`src/rtl/rvfpga_axi_arb_pkg.sv`:
```
// Shared types for the two-master AXI RAM arbiter.
//  wr_state_t / rd_state_t : per-direction burst FSM states
//  RESP_*                  : AXI response encodings seen on B/R
//  rr_pick()               : 2-way round-robin selection
package rvfpga_axi_arb_pkg;

  typedef enum logic [1:0] {W_IDLE, W_ADDR, W_DATA, W_RESP} wr_state_t;
  typedef enum logic [1:0] {R_IDLE, R_ADDR, R_DATA}         rd_state_t;

  localparam logic [1:0] RESP_OKAY   = 2'b00;
  localparam logic [1:0] RESP_SLVERR = 2'b10;

  // A lone requester always wins; on a tie the pointer names the preferred master.
  function automatic logic rr_pick(input logic [1:0] req, input logic ptr);
    case (req)
      2'b01:   return 1'b0;
      2'b10:   return 1'b1;
      default: return ptr;
    endcase
  endfunction

endpackage

```
`src/rtl/rr_arb2.sv`:
```
// Two-way round-robin picker with registered grant.
//  req_i     : request from master 0 (bit 0) and master 1 (bit 1)
//  load_i    : capture a new grant from req_i (arbiter idle and some request present)
//  advance_i : current burst finished; the other master becomes preferred on the next tie
//  gnt_o     : index of the master currently / last granted
module rr_arb2
  import rvfpga_axi_arb_pkg::*;
(
  input  logic       clk,
  input  logic       rstn,
  input  logic [1:0] req_i,
  input  logic       load_i,
  input  logic       advance_i,
  output logic       gnt_o
);

  logic gnt_q, gnt_d;
  logic ptr_q, ptr_d;   // 0: master 0 preferred on a tie

  // NOTE: combinational blocks assign every output a default first so no latch is inferred.
  always_comb begin
    gnt_d = gnt_q;
    ptr_d = ptr_q;
    if (load_i)    gnt_d = rr_pick(req_i, ptr_q);
    if (advance_i) ptr_d = ~gnt_q;
  end

  // NOTE: state registers use non-blocking assignments so all flops update together at the edge.
  always_ff @(posedge clk or negedge rstn) begin
    if (!rstn) begin
      gnt_q <= 1'b0;
      ptr_q <= 1'b0;
    end else begin
      gnt_q <= gnt_d;
      ptr_q <= ptr_d;
    end
  end

  assign gnt_o = gnt_q;

endmodule

```
`src/rtl/axi_ram_arbiter2.sv`:
```
// Two-master to one-slave AXI4 arbiter in front of axi_ram.
//  s0_* / s1_* : AXI4 slave-side bundles from the core port and a second master
//  m_*         : AXI4 master-side bundle to the RAM
//  o_wr_gnt / o_rd_gnt   : master currently / last granted per direction
//  o_wr_busy / o_rd_busy : direction FSM not idle
// Writes and reads are arbitrated independently; one burst per direction in flight,
// grant re-decided only after the burst (B handshake / last R beat) completes.
module axi_ram_arbiter2
  import rvfpga_axi_arb_pkg::*;
#(
  parameter int ID_WIDTH   = 6,
  parameter int ADDR_WIDTH = 32,
  parameter int DATA_WIDTH = 64
) (
  input  logic                    clk,
  input  logic                    rstn,
  // master 0
  input  logic [ID_WIDTH-1:0]     s0_awid,
  input  logic [ADDR_WIDTH-1:0]   s0_awaddr,
  input  logic [7:0]              s0_awlen,
  input  logic [2:0]              s0_awsize,
  input  logic [1:0]              s0_awburst,
  input  logic                    s0_awvalid,
  output logic                    s0_awready,
  input  logic [DATA_WIDTH-1:0]   s0_wdata,
  input  logic [DATA_WIDTH/8-1:0] s0_wstrb,
  input  logic                    s0_wlast,
  input  logic                    s0_wvalid,
  output logic                    s0_wready,
  output logic [ID_WIDTH-1:0]     s0_bid,
  output logic [1:0]              s0_bresp,
  output logic                    s0_bvalid,
  input  logic                    s0_bready,
  input  logic [ID_WIDTH-1:0]     s0_arid,
  input  logic [ADDR_WIDTH-1:0]   s0_araddr,
  input  logic [7:0]              s0_arlen,
  input  logic [2:0]              s0_arsize,
  input  logic [1:0]              s0_arburst,
  input  logic                    s0_arvalid,
  output logic                    s0_arready,
  output logic [ID_WIDTH-1:0]     s0_rid,
  output logic [DATA_WIDTH-1:0]   s0_rdata,
  output logic [1:0]              s0_rresp,
  output logic                    s0_rlast,
  output logic                    s0_rvalid,
  input  logic                    s0_rready,
  // master 1
  input  logic [ID_WIDTH-1:0]     s1_awid,
  input  logic [ADDR_WIDTH-1:0]   s1_awaddr,
  input  logic [7:0]              s1_awlen,
  input  logic [2:0]              s1_awsize,
  input  logic [1:0]              s1_awburst,
  input  logic                    s1_awvalid,
  output logic                    s1_awready,
  input  logic [DATA_WIDTH-1:0]   s1_wdata,
  input  logic [DATA_WIDTH/8-1:0] s1_wstrb,
  input  logic                    s1_wlast,
  input  logic                    s1_wvalid,
  output logic                    s1_wready,
  output logic [ID_WIDTH-1:0]     s1_bid,
  output logic [1:0]              s1_bresp,
  output logic                    s1_bvalid,
  input  logic                    s1_bready,
  input  logic [ID_WIDTH-1:0]     s1_arid,
  input  logic [ADDR_WIDTH-1:0]   s1_araddr,
  input  logic [7:0]              s1_arlen,
  input  logic [2:0]              s1_arsize,
  input  logic [1:0]              s1_arburst,
  input  logic                    s1_arvalid,
  output logic                    s1_arready,
  output logic [ID_WIDTH-1:0]     s1_rid,
  output logic [DATA_WIDTH-1:0]   s1_rdata,
  output logic [1:0]              s1_rresp,
  output logic                    s1_rlast,
  output logic                    s1_rvalid,
  input  logic                    s1_rready,
  // slave (axi_ram)
  output logic [ID_WIDTH-1:0]     m_awid,
  output logic [ADDR_WIDTH-1:0]   m_awaddr,
  output logic [7:0]              m_awlen,
  output logic [2:0]              m_awsize,
  output logic [1:0]              m_awburst,
  output logic                    m_awvalid,
  input  logic                    m_awready,
  output logic [DATA_WIDTH-1:0]   m_wdata,
  output logic [DATA_WIDTH/8-1:0] m_wstrb,
  output logic                    m_wlast,
  output logic                    m_wvalid,
  input  logic                    m_wready,
  input  logic [ID_WIDTH-1:0]     m_bid,
  input  logic [1:0]              m_bresp,
  input  logic                    m_bvalid,
  output logic                    m_bready,
  output logic [ID_WIDTH-1:0]     m_arid,
  output logic [ADDR_WIDTH-1:0]   m_araddr,
  output logic [7:0]              m_arlen,
  output logic [2:0]              m_arsize,
  output logic [1:0]              m_arburst,
  output logic                    m_arvalid,
  input  logic                    m_arready,
  input  logic [ID_WIDTH-1:0]     m_rid,
  input  logic [DATA_WIDTH-1:0]   m_rdata,
  input  logic [1:0]              m_rresp,
  input  logic                    m_rlast,
  input  logic                    m_rvalid,
  output logic                    m_rready,
  // debug
  output logic                    o_wr_gnt,
  output logic                    o_rd_gnt,
  output logic                    o_wr_busy,
  output logic                    o_rd_busy
);

  wr_state_t wr_state_q, wr_state_d;
  rd_state_t rd_state_q, rd_state_d;
  logic      wr_gnt, wr_load, wr_adv;
  logic      rd_gnt, rd_load, rd_adv;

  rr_arb2 u_wr_arb (
    .clk       (clk),
    .rstn      (rstn),
    .req_i     ({s1_awvalid, s0_awvalid}),
    .load_i    (wr_load),
    .advance_i (wr_adv),
    .gnt_o     (wr_gnt)
  );

  rr_arb2 u_rd_arb (
    .clk       (clk),
    .rstn      (rstn),
    .req_i     ({s1_arvalid, s0_arvalid}),
    .load_i    (rd_load),
    .advance_i (rd_adv),
    .gnt_o     (rd_gnt)
  );

  // Payload muxes follow the grant unconditionally; only valid/ready are state-gated.
  assign m_awid    = wr_gnt ? s1_awid    : s0_awid;
  assign m_awaddr  = wr_gnt ? s1_awaddr  : s0_awaddr;
  assign m_awlen   = wr_gnt ? s1_awlen   : s0_awlen;
  assign m_awsize  = wr_gnt ? s1_awsize  : s0_awsize;
  assign m_awburst = wr_gnt ? s1_awburst : s0_awburst;
  assign m_wdata   = wr_gnt ? s1_wdata   : s0_wdata;
  assign m_wstrb   = wr_gnt ? s1_wstrb   : s0_wstrb;
  assign m_wlast   = wr_gnt ? s1_wlast   : s0_wlast;
  assign m_arid    = rd_gnt ? s1_arid    : s0_arid;
  assign m_araddr  = rd_gnt ? s1_araddr  : s0_araddr;
  assign m_arlen   = rd_gnt ? s1_arlen   : s0_arlen;
  assign m_arsize  = rd_gnt ? s1_arsize  : s0_arsize;
  assign m_arburst = rd_gnt ? s1_arburst : s0_arburst;

  assign s0_bid   = m_bid;
  assign s1_bid   = m_bid;
  assign s0_bresp = m_bresp;
  assign s1_bresp = m_bresp;
  assign s0_rid   = m_rid;
  assign s1_rid   = m_rid;
  assign s0_rdata = m_rdata;
  assign s1_rdata = m_rdata;
  assign s0_rresp = m_rresp;
  assign s1_rresp = m_rresp;
  assign s0_rlast = m_rlast;
  assign s1_rlast = m_rlast;

  always_comb begin
    wr_state_d = wr_state_q;
    wr_load    = 1'b0;
    wr_adv     = 1'b0;
    m_awvalid  = 1'b0;
    m_wvalid   = 1'b0;
    m_bready   = 1'b0;
    s0_awready = 1'b0;
    s1_awready = 1'b0;
    s0_wready  = 1'b0;
    s1_wready  = 1'b0;
    s0_bvalid  = 1'b0;
    s1_bvalid  = 1'b0;
    case (wr_state_q)
      W_IDLE: begin
        if (s0_awvalid || s1_awvalid) begin
          wr_load    = 1'b1;
          wr_state_d = W_ADDR;
        end
      end
      W_ADDR: begin
        m_awvalid  = wr_gnt ? s1_awvalid : s0_awvalid;
        s0_awready = !wr_gnt && m_awready;
        s1_awready =  wr_gnt && m_awready;
        if (m_awvalid && m_awready) wr_state_d = W_DATA;
      end
      W_DATA: begin
        m_wvalid  = wr_gnt ? s1_wvalid : s0_wvalid;
        s0_wready = !wr_gnt && m_wready;
        s1_wready =  wr_gnt && m_wready;
        if (m_wvalid && m_wready && m_wlast) wr_state_d = W_RESP;
      end
      W_RESP: begin
        m_bready  = wr_gnt ? s1_bready : s0_bready;
        s0_bvalid = !wr_gnt && m_bvalid;
        s1_bvalid =  wr_gnt && m_bvalid;
        if (m_bvalid && m_bready) begin
          wr_adv     = 1'b1;
          wr_state_d = W_IDLE;
        end
      end
      default: wr_state_d = W_IDLE;
    endcase
  end

  always_comb begin
    rd_state_d = rd_state_q;
    rd_load    = 1'b0;
    rd_adv     = 1'b0;
    m_arvalid  = 1'b0;
    m_rready   = 1'b0;
    s0_arready = 1'b0;
    s1_arready = 1'b0;
    s0_rvalid  = 1'b0;
    s1_rvalid  = 1'b0;
    case (rd_state_q)
      R_IDLE: begin
        if (s0_arvalid || s1_arvalid) begin
          rd_load    = 1'b1;
          rd_state_d = R_ADDR;
        end
      end
      R_ADDR: begin
        m_arvalid  = rd_gnt ? s1_arvalid : s0_arvalid;
        s0_arready = !rd_gnt && m_arready;
        s1_arready =  rd_gnt && m_arready;
        if (m_arvalid && m_arready) rd_state_d = R_DATA;
      end
      R_DATA: begin
        m_rready  = rd_gnt ? s1_rready : s0_rready;
        s0_rvalid = !rd_gnt && m_rvalid;
        s1_rvalid =  rd_gnt && m_rvalid;
        if (m_rvalid && m_rready && m_rlast) begin
          rd_adv     = 1'b1;
          rd_state_d = R_IDLE;
        end
      end
      default: rd_state_d = R_IDLE;
    endcase
  end

  // Reset abandons any in-flight burst; all handshake outputs decode from state, so they drop with it.
  always_ff @(posedge clk or negedge rstn) begin
    if (!rstn) begin
      wr_state_q <= W_IDLE;
      rd_state_q <= R_IDLE;
    end else begin
      wr_state_q <= wr_state_d;
      rd_state_q <= rd_state_d;
    end
  end

  assign o_wr_gnt  = wr_gnt;
  assign o_rd_gnt  = rd_gnt;
  assign o_wr_busy = (wr_state_q != W_IDLE);
  assign o_rd_busy = (rd_state_q != R_IDLE);

endmodule

```
`config.mk`:
```
export PLATFORM = sky130hd
export DESIGN_NAME = axi_ram_arbiter2
export DESIGN_NICKNAME = d
export VERILOG_FILES = /design/src/rtl/rvfpga_axi_arb_pkg.sv /design/src/rtl/rr_arb2.sv /design/src/rtl/axi_ram_arbiter2.sv
export SDC_FILE = /design/constraint.sdc
export NUM_CORES = 1
export LEC_CHECK = 0
export ABC_AREA = 1
export CORE_AREA = 2 2 312 314
export CTS_CLUSTER_SIZE = 16
export DETAILED_ROUTE_END_ITERATION = 7
export DIE_AREA = 0 0 314 316
export PLACE_DENSITY = 0.31
export SLEW_MARGIN = 5
export SYNTH_ARGS = -nofsm -noshare
export SYNTH_HDL_FRONTEND = slang
export SYNTH_SLANG_ARGS = --single-unit
export TNS_END_PERCENT = 30
```
`constraint.sdc`:
```
create_clock -name clk -period 1.83 [get_ports clk]
set_input_delay 0.549 -clock clk [delete_from_list [all_inputs] [get_ports clk]]
set_output_delay 0.549 -clock clk [all_outputs]
set_load 0.03 [all_outputs]
```
Word level (Yosys, flattened, before mapping)
Index checks and enable logic that the tools add are counted.
{ "totals": {"regBits": 8, "in_bits": 448} }
{ "classes": {"eq_ne": 16, "mux": 52, "n_bitwise": 2, "reduce_logical": 27} }
{ "ops": {"columns": ["op", "n"], "rows": [
  ["two-way mux 32 bit", 2],
  ["two-way mux 64 bit", 1],
  ["two-way mux 1 bit", 29],
  ["two-way mux 8 bit", 3],
  ["two-way mux 2 bit", 9],
  ["logical AND 1 bit", 17],
  ["!= test 2 bit (second input constant)", 7],
  ["two-way mux 6 bit", 2],
  ["equality test 2 bit (second input constant)", 5],
  ["equality test 2 x 1 -> 1 bit (second input constant)", 4],
  ["case mux 2 bit (4 select lines)", 1],
  ["two-way mux 3 bit", 2],
  ["case mux 2 bit (3 select lines)", 1],
  ["zero test 2 bit", 2],
  ["case mux 1 bit (2 select lines)", 2],
  ["AND reduction 4 bit", 1],
  ["nonzero test 2 bit", 2],
  ["AND reduction 3 bit", 1],
  ["zero test 1 bit", 2],
  ["logical OR 1 bit", 2],
  ["NOT 1 bit", 2]
]} }

Logic depth before layout (Yosys ltp)
Gate-level depths: netlist (run 1).
{ "logic_depth": {"word_depth": 5, "mapped_depth": 8, "depth_no_buf": 8} }

Modules after synthesis
From an unflattened synthesis (run 1), not the netlist that was laid out.
{ "unflattened": {"hier_cells": 843, "area_unflattened_um2": 4087.7} }
{ "by_module_without_submodules": {"columns": ["mod", "n_inst", "cells_each", "area_per_inst_um2"], "rows": [
  ["axi_ram_arbiter2", 1, 813, 3867.5],
  ["rr_arb2", 2, 15, 110.1]
]} }

Worst setup path before layout (run 1)
OpenSTA, ideal clock, no wires.
{ "synth_path": {"path_kind": "reg2out", "start": "register u_wr_arb.gnt_q, in the netlist u_wr_arb.gnt_o", "end": "output port s1_awready", "arrival_ps": 1685, "t_required_ps": 1281, "slack_ps": -404, "path_stages_with_launch": 5, "path_cell_list": "dfrtp_1 > inv_2 > buf_2 > buf_6 > nor3_1"} }
{ "synth_between": {"elab_chain_cells": 2} }
{ "synth_rtl": {"columns": ["element", "line", "rtl"], "rows": [
  ["from (decl)", "rr_arb2.sv:17", "logic gnt_q, gnt_d;"],
  ["from (signal assigned)", "rr_arb2.sv:34", "gnt_q <= gnt_d;"],
  ["logical AND 1 bit", "axi_ram_arbiter2.sv:188", "s1_awready = wr_gnt && m_awready;"],
  ["two-way mux 1 bit", "axi_ram_arbiter2.sv:178", "case (wr_state_q)"],
  ["to (decl)", "axi_ram_arbiter2.sv:54", "output logic s1_awready,"]
]} }
No other way between the ends.

Final worst setup path (run 1)
{ "layout_path": {"start": "register u_wr_arb.gnt_q, in the netlist u_wr_arb.gnt_o", "end": "output port m_wdata[9]"} }
{ "layout_between": {"elab_chain_cells": 1} }
{ "layout_rtl": {"columns": ["element", "line", "rtl"], "rows": [
  ["two-way mux 64 bit", "axi_ram_arbiter2.sv:143", "assign m_wdata = wr_gnt ? s1_wdata : s0_wdata;"],
  ["to (decl)", "axi_ram_arbiter2.sv:85", "output logic [DATA_WIDTH-1:0] m_wdata,"]
]} }
No other way between the ends.

==> results of run 1 <==
## logic make-up after synthesis
group           Yosys count  synth area share
compound gates           13            0.0192
fa+ha+maj                 8            0.0244
flops                     8            0.0488
buf+inv                 223             0.373
simple gates            579             0.534
## power breakdown
part,internal [uW],switching (uW)
clock network,283,100
registers,275,129
logic,7530,8800
## per-layer routing
| metal | wire length [um] | part of all wire | track usage | up-vias |
|---|---|---|---|---|
| met5 | 12 | 0.00024 | 0 | - |
| met3 | 6330 | 0.13 | 0.0472 | 51 |
| li1 | - | - | - | 3227 |
| met2 | 25500 | 0.51 | 0.169 | 607 |
| met1 | 17500 | 0.35 | 0.0951 | 3040 |
| met4 | 939 | 0.019 | 0.0133 | 2 |
## path summary, 6_finish.rpt
kind	startpoint	to	slack (ns)	depth (start not counted)
setup / recovery	u_wr_arb.gnt_o	m_wdata[9]	-0.31	6
hold / removal	u_wr_arb.ptr_q	u_wr_arb.ptr_q	0.50	2
setup reg to reg	u_wr_arb.gnt_o	wr_state_q[1]	0.12	9
hold reg to reg	u_wr_arb.ptr_q	u_wr_arb.ptr_q	0.50	2
max in group asynchronous	rstn	u_wr_arb.gnt_o	0.77	1
min in group asynchronous	rstn	u_rd_arb.gnt_o	0.66	1
## registers in the layout (all words and copies together) (netlist names)
| register | count |
|---|---|
| rd_state_q | 2 |
| wr_state_q | 2 |
| u_rd_arb.gnt_o | 1 |
| u_rd_arb.ptr_q | 1 |
| u_wr_arb.gnt_o | 1 |
| u_wr_arb.ptr_q | 1 |
## repair_timing
action,CTS,global route
setup endpoints to repair,196,195
pin swaps,17,42
setup buffers,8,8
resized for setup,274,213
hold buffers,0,0
gates cloned,8,13
## critical path, cell delays in order (launching register included)
cell and delay [ns]:
dfrtp_4 0.54, clkinv_8 0.12, clkbuf_16 0.20, clkbuf_16 0.19, nand2_1 0.07, nand2_2 0.08
buf_12 0.12
## cell usage in the layout (no fill, tap or decap), types with 3 or more instances in the layout
cell             count
buf_16               9
nor2_1               5
buf_4               57
nand2_4             59
inv_2                5
buf_12              73
o21ai_0              5
clkdlybuf4s50_1    351
dlygate4sd2_1       11
ha_1                 5
dfrtp_1              5
inv_1               10
nor2_2               3
nand2_2            170
diode_2              3
nand2_1            324
buf_6              119
buf_8                8
nor3_4               6
inv_4                3
clkbuf_16           15
## metrics by stage
| step | setup TNS (ns) | total power, uW | util | hold slack, ns | instances |
|---|---|---|---|---|---|
| floorplan | -0.507 | 7080 | - | 0.253 | 831 |
| global placement | -19.86 | 13200 | 0.112 | 0.497 | 2519 |
| detailed placement | -20.58 | 13200 | 0.112 | 0.501 | 2519 |
| CTS | -43.94 | 15800 | 0.125 | 0.512 | 2538 |
| global route | -47.55 | 18200 | 0.136 | 0.550 | 2557 |
| finish | -35.46 | 17100 | 0.136 | 0.500 | 2558 |
## cell type report
| class | instances | area share |
|---|---|---|
| Antenna cell | 3 | 0.000575 |
| Clock buffer | 3 | 0.00575 |
| Inverter | 21 | 0.00824 |
| Multi-Input combinational cell | 600 | 0.263 |
| Sequential cell | 8 | 0.0158 |
| Tap cell | 1276 | 0.122 |
| Timing Repair Buffer | 647 | 0.584 |
==> results.toml, run 1 <==
[pwr]
ir_worst_vdd_uv = 672
total_leakage_power_uw = 0.00572
power_density_nw_per_um2 = 1310

[final_layout]
fillers = 11000
drive_gt1_frac = 0.432
synthToLayoutAreaGrowth_pct = 218
seqCellArea_sq_um = 206
final_nets = 1737
multi_input_area_sq_um = 3440
fin_area_sq_um = 13100

[placement]
io_buffer_count = 563
dp_slack_ns = -0.460
place.gp.congestion = 0.847
post_dp_cell_area_sq_um = 10800
post-dp-hpwl_um = 43100

[grt]
grt_pass1_wl_um = 62400
antenna_found_initial = 20
grtUsageTotal = 0.0922
overflow = 0
grt_pass1_vias = 7261
grt_max_degree = 30

[timing]
final.period_utilization = 1.17
finalHoldViolCount = 0
skew_ns = 0.000767
finalWorstSetupSlack_ns = -0.309
slew_violations = 0
period_needed_ns = 2.14
clock.fmax_mhz = 468
rsz0062_at_grt = "true"
tightestPinTransition_ns = 0.521
setup_viol = 189
relSlewSlack = 0.651

[worst_setup_path]
startpoint_type = "register"
cp.arrival_ns = 1.59
end_kind = "output pin"
cp_max_fo = 8
crit_required_ns = 1.28
critical_path_class = "reg2out"

[floorplan]
io-pin-count = 804
initial_core_util = 0.0428
rows = 114
die_w_um = 314
design.core.area_sq_um = 96000
dieArea_sq_um = 99200
die_h_um = 316

[detailed_routing]
drt-pass1-iter-count = 4
drtIter0Drc = 186
avgViaCountPerCell = 2.71
drt-wirelength-per-cell_um = 19.7
ant_nets = 0
totalWireLength_um = 50300
via_count = 6927
drc = 0

[clocking]
cts_max_path_buffers = 2
cts.htree.levels = 1
clkTransAtPathRegs_ns = 0.04
cts_tree = "built"
cts_buffers = 3
clock_latency_ns = 0.24
cts-root-buf = "clkbuf_16"
clkSinkCount = 8

[logic_synthesis]
yosysTopAreaCellShare = 0.507
async_flop_share = 1.00
synth_edf_count = 0
synth_area_sq_um = 4110
synth.area.top_cells = "nand2_1, buf_4, dfrtp_1"
synth_seq_cells = 8
synth_cells = 831
synth_warnings = 0
synth_top_area_cell = "nand2_1"
synth_area_per_cell_sq_um = 4.94
ys.flop_type = "dfrtp_1"
yosysMostFrequentCell = "nand2_1"
synth_nets = 1287
synth.distinct_cells = 19
ys_seq_area_frac = 0.0488
yosys-top-cells-count = "nand2_1, buf_4, buf_2"

[run_status]
status = "complete, but fails checks"
violations = "negative setup slack"

[run]
max_cap_viol_count = 0

[worst_hold_path]
hold_path.class = "reg2reg"
(Power assumes the default switching activity.)
==> run 2: changes to the inputs <==
==> constraint.sdc (replaced) <==
create_clock -name clk -period 1.83 [get_ports clk]
set_input_delay 0.366 -clock clk [delete_from_list [all_inputs] [get_ports clk]]
set_output_delay 0.366 -clock clk [all_outputs]
set_load 0.03 [all_outputs]
==> run 2 against run 1 <==
The flow still finishes with violations (negative setup slack). Register-to-register slack gained 0.09 ns. First-iteration DRC count shrank 14%. Clock power increased by 11%. Hold slack improved by 0.051 ns. Final area fell by 5.3%. Sequential power is 2% lower. Clock-buffer cell count did not move. Global-route usage fell by 0.15 points. Worst setup slack better by 0.19 ns. Critical endpoint is now m_wdata[38]. Largest cell class unchanged.
==> results.toml, run 2 (synthesized netlist as in run 1, its figures left out) <==
[timing]
tns_ns = -7.04
tightestPinTransition_ns = 0.728
setup_viol = 111
finalHoldViolCount = 0
slew_violations = 0
period_needed_ns = 1.95
skew_ns = 0.000289
final.period_utilization = 1.06
clock.fmax_mhz = 514
finalWorstSetupSlack_ns = -0.116
relSlewSlack = 0.513
rsz0062_at_grt = "true"

[worst_hold_path]
hold_path.class = "in2reg"
whs_path_depth = 3
whs_endpoint = "rd_state_q[1]"
hold_start = "m_rvalid"

[final_layout]
final_nets = 1723
fin_cells = 2543
drive_gt1_frac = 0.370
synthToLayoutAreaGrowth_pct = 201
mostFrequentLayoutCell = "nand2_1"
final_cell_mix = "nand2_1, clkdlybuf4s50_1, nand2_2, buf_6, buf_4"
reg_top3 = "rd_state_q: 2 flops, wr_state_q: 2 flops"
fillers = 11100

[grt]
grt_pass1_wl_um = 61700
grt_pass1_vias = 7314
antenna_found_initial = 9
grtUsageTotal = 0.0907
overflow = 0
grt_max_degree = 33

[placement]
dp.cells = 2505
place.gp.congestion = 0.879
post-dp-hpwl_um = 42300
io_buffer_count = 563

[worst_setup_path]
r2r_cells = 9
cp.arrival_ns = 1.58
critical_path_class = "reg2out"
end_kind = "output pin"
crit_required_ns = 1.46
timing.rr.end = "wr_state_q[1]"
cp_max_fo = 12
r2r_slack_ns = 0.21
worstReg2RegStart = "u_wr_arb.gnt_o"
startpoint_type = "register"

[detailed_routing]
totalWireLength_um = 48400
avgViaCountPerCell = 2.69
drt-pass1-iter-count = 4
via_count = 6850
drc = 0
drt-wirelength-per-cell_um = 19.0
ant_nets = 0
drtIter0Drc = 160

[clocking]
cts_buffers = 3
clock_latency_ns = 0.25
clkSinkCount = 8
cts_max_path_buffers = 2
cts_tree = "built"
cts.htree.levels = 1
clkTransAtPathRegs_ns = 0.05
cts-root-buf = "clkbuf_16"
hold_buffers = 0

[floorplan]
design.core.area_sq_um = 96000
io-pin-count = 804
rows = 114
die_h_um = 316
die_w_um = 314
initial_core_util = 0.0428
dieArea_sq_um = 99200

[pwr]
power_density_nw_per_um2 = 1280
combPwrFrac = 0.948
swShare = 0.542
p_clk_frac = 0.027
p_sw_uw = 8610
total_leakage_power_uw = 0.00547
power_frac_seq = 0.025
p_int_uw = 7280
ir_worst_vdd_uv = 704

[run_status]
violations = "negative setup slack"
status = "complete, but fails checks"

[run]
max_cap_viol_count = 0
==> run 2: cell count changes in the layout (fill, tap and decap cells not counted), moves of 3 or more <==
cell	previous run	this run
nand2_1	324	386
dlygate4sd2_1	11	0
nand2_4	59	49
buf_12	73	63
clkbuf_16	15	10
buf_4	57	76
inv_1	10	13
clkdlybuf4s50_1	351	366
buf_6	119	103
nand2_2	170	120
==> run 2: worst max-delay path by stage <==
stage / slack (ns) / start / depth (start not counted) / end
2_1_floorplan: -0.22 / u_wr_arb.gnt_o / 4 / s1_awready
3_3_place_gp: -0.26 / s1_awvalid / 5 / u_wr_arb.gnt_o
3_5_place_dp: -0.24 / s1_awvalid / 5 / u_wr_arb.gnt_o
4_1_cts: -0.18 / u_wr_arb.gnt_o / 6 / m_wdata[6]
5_1_grt: -0.18 / u_wr_arb.gnt_o / 7 / m_wdata[52]
6_report: -0.12 / u_wr_arb.gnt_o / 7 / m_wdata[38]
==> run 2: final cells by class <==
| class | instances | area [sq um] | area share |
|---|---|---|---|
| Inverter | 21 | 93.8 | 0.00759 |
| Timing Repair Buffer | 633 | 7210 | 0.583 |
| Clock buffer | 3 | 75.1 | 0.00607 |
| Multi-Input combinational cell | 600 | 3180 | 0.257 |
| Antenna cell | 2 | 5.00 | 0.000405 |
| Sequential cell | 8 | 208 | 0.0168 |
| Tap cell | 1276 | 1600 | 0.129 |
==> run 2: critical path, stage by stage, from the launching register on <==
cell and delay [ns]:
dfrtp_4 0.53, inv_8 0.08, buf_12 0.13, buf_12 0.13, buf_12 0.14, nand2_1 0.07, nand2_2 0.10, buf_12 0.13
==> run 2: what timing repair did <==
item	CTS	global route
pin swaps	8	21
buffers inserted	16	3
setup endpoints to repair	186	143
resized for setup	230	171
gates cloned	7	7
==> run 2: through the flow <==
step	power [uW]	cell area (sq um)	setup slack, ns	hold WS [ns]	utilization
3_3_place_gp	12600	10400	-0.263	0.513	0.108
4_1_cts	15000	11600	-0.185	0.558	0.121
6_report	15900	12400	-0.116	0.551	0.129
3_5_place_dp	12500	10400	-0.238	0.530	0.108
2_1_floorplan	6920	4110	-0.221	0.0704	-
5_1_grt	16900	12400	-0.177	0.606	0.129
==> run 2: power by group through the flow <==
| stage | Sequential (uW) | Combinational [uW] | Clock, uW |
|---|---|---|---|
| after global routing | 420 | 16000 | 465 |
| after CTS | 413 | 14200 | 465 |
| after global placement | 408 | 12200 | 0 |
| after detailed placement | 404 | 12100 | 0 |
| after floorplan | 363 | 6560 | 0 |
| final | 397 | 15100 | 425 |
==> run 2: routing by layer <==
layer | wire length, um | vias to the layer above | global-route usage
met3 | 6200 | 46 | 0.0462
li1 | - | 3189 | -
met5 | 153 | - | 0.00900
met4 | 747 | 6 | 0.0119
met1 | 18600 | 3005 | 0.103
met2 | 22700 | 604 | 0.154
==> edit (settings of run 1) <==
`ID_WIDTH`: 6 -> 12.
--- a/src/rtl/axi_ram_arbiter2.sv
+++ b/src/rtl/axi_ram_arbiter2.sv
@@ -8,7 +8,7 @@
 module axi_ram_arbiter2
   import rvfpga_axi_arb_pkg::*;
 #(
-  parameter int ID_WIDTH   = 6,
+  parameter int ID_WIDTH   = 12,
   parameter int ADDR_WIDTH = 32,
   parameter int DATA_WIDTH = 64
 ) (
Ports: changed (12 resized); port bits go from 804 to 876. The function was not compared with the original's and may differ.
==> edit against run 1 <==
- the run still ends with setup timing left
- design area is 2.2% higher
- routed wire length is 3.7% lower
- area after synthesis is 7.5% higher
- synthesized cell count is 7.6% higher
- setup slack better by 0.018 ns
- total power is 5.1% higher
- die area stayed put
- critical path depth is 1 lower
- maximum frequency is 0.84% higher
- sequential cell count stayed put
==> edit: results (changes against run 1) <==
[outcome]
outcome=finished with violations  ; unchanged
violations=setup timing  ; unchanged

[place]
dpl_cell_area_um2=11100  ; was 10,800 um^2
pre_cts_ws_ns=-0.447  ; was -0.460 ns
io_buffers=599  ; was 563
dp.cells=2592  ; was 2,519
dp_hpwl_mm=39.3  ; was 43.1 mm

[timing]
finalWorstSetupSlack_ns=-0.291  ; was -0.309 ns
slew_headroom_pct=79.7  ; was 65.1%
setup_viol=203  ; was 189
skew_ns=0.000191  ; was 0.000767 ns

[synthesis]
synthDistinctLibCells=24  ; was 19
yosysSeqAreaShare_pct=4.54  ; was 4.88%
syn-num-nets=1386  ; was 1,287
synth_commonest_cells=nand2_1, buf_4, inv_1, clkbuf_1, buf_2  ; was nand2_1, buf_4, buf_2, inv_1, nor2_1
synthTopCellsByArea=nand2_1, buf_4, dfrtp_1, ha_1, inv_1  ; was nand2_1, buf_4, dfrtp_1, buf_2, ha_1

[global_route]
gr-usage-met2_pct=14.2  ; was 16.9%
grt_pass1_wl_mm=58.0  ; was 62.4 mm
grt.total_usage_pct=8.52  ; was 9.22%
first_global_vias=7368  ; was 7,261
antenna_found_initial=15  ; was 20
gr-usage-met3_pct=5.84  ; was 4.72%

[routing]
dr_wl_met3_mm=7.24  ; was 6.33 mm
wl_met2_mm=22.5  ; was 25.5 mm
wl_met1_mm=18.0  ; was 17.5 mm

[critical_path]
critPathArrivalTime_ns=1.57  ; was 1.59 ns
path_max_fanout=19  ; was 8

[final_layout]
n_fill_cell=11064  ; was 11,017
drive_gt1_share_pct=41.2  ; was 43.2%

[power]
leakage_nw=5.93  ; was 5.72 nW

[clock_tree]
clk-insertion-delay-late_ns=0.26  ; was 0.24 ns

## edit: cell types whose count changed after synthesis, moves of 3 or more
cell | before | now
buf_1 | 0 | 3
nand2_1 | 555 | 590
buf_6 | 4 | 1
clkbuf_1 | 0 | 17
buf_4 | 167 | 195
buf_2 | 31 | 13
## edit: final cells by class
class	instances	area [um^2]	share of cell area, %
flip-flops and latches	8	205	1.54
well taps	1276	1600	12.0
inverters	21	120	0.900
multi-input cells	636	3480	26.1
repair inverters	1	11.3	0.0844
repair buffers	687	7850	58.8
clock buffers	3	75.1	0.562
diodes	3	7.51	0.0562
## edit: timing repair
item                                    in CTS  in global routing
resized for setup                          221                252
endpoints found under the setup margin     206                209
cloned                                      12                  8
pin swaps                                   31                 34
hold buffers                                 0                  0
buffers inserted                            11                  7
## edit: final timing paths
path	start	to	slack (ns)
min in group asynchronous	rstn	u_wr_arb.ptr_q$_DFFE_PN0P_	0.62
max reg2reg	u_wr_arb.gnt_o$_DFFE_PN0P_	wr_state_q[1]$_DFFE_PN0P_	0.15
min	u_wr_arb.ptr_q$_DFFE_PN0P_	u_wr_arb.ptr_q$_DFFE_PN0P_	0.50
max	u_wr_arb.gnt_o$_DFFE_PN0P_	m_awid[0]	-0.29
min reg2reg	u_wr_arb.ptr_q$_DFFE_PN0P_	u_wr_arb.ptr_q$_DFFE_PN0P_	0.50
max in group asynchronous	rstn	u_rd_arb.gnt_o$_DFFE_PN0P_	1.02
## edit: cells by family (layout without fill, tap and decap cells)
logic type      after synthesis  in the layout  share of synthesized area [%]
buf+inv                     250            712                           38.4
compound gates               13             13                           1.87
other cells                   0              3                              0
flops                         8              8                           4.54
fa+ha+maj                     8              8                           2.27
simple gates                615            615                           52.9
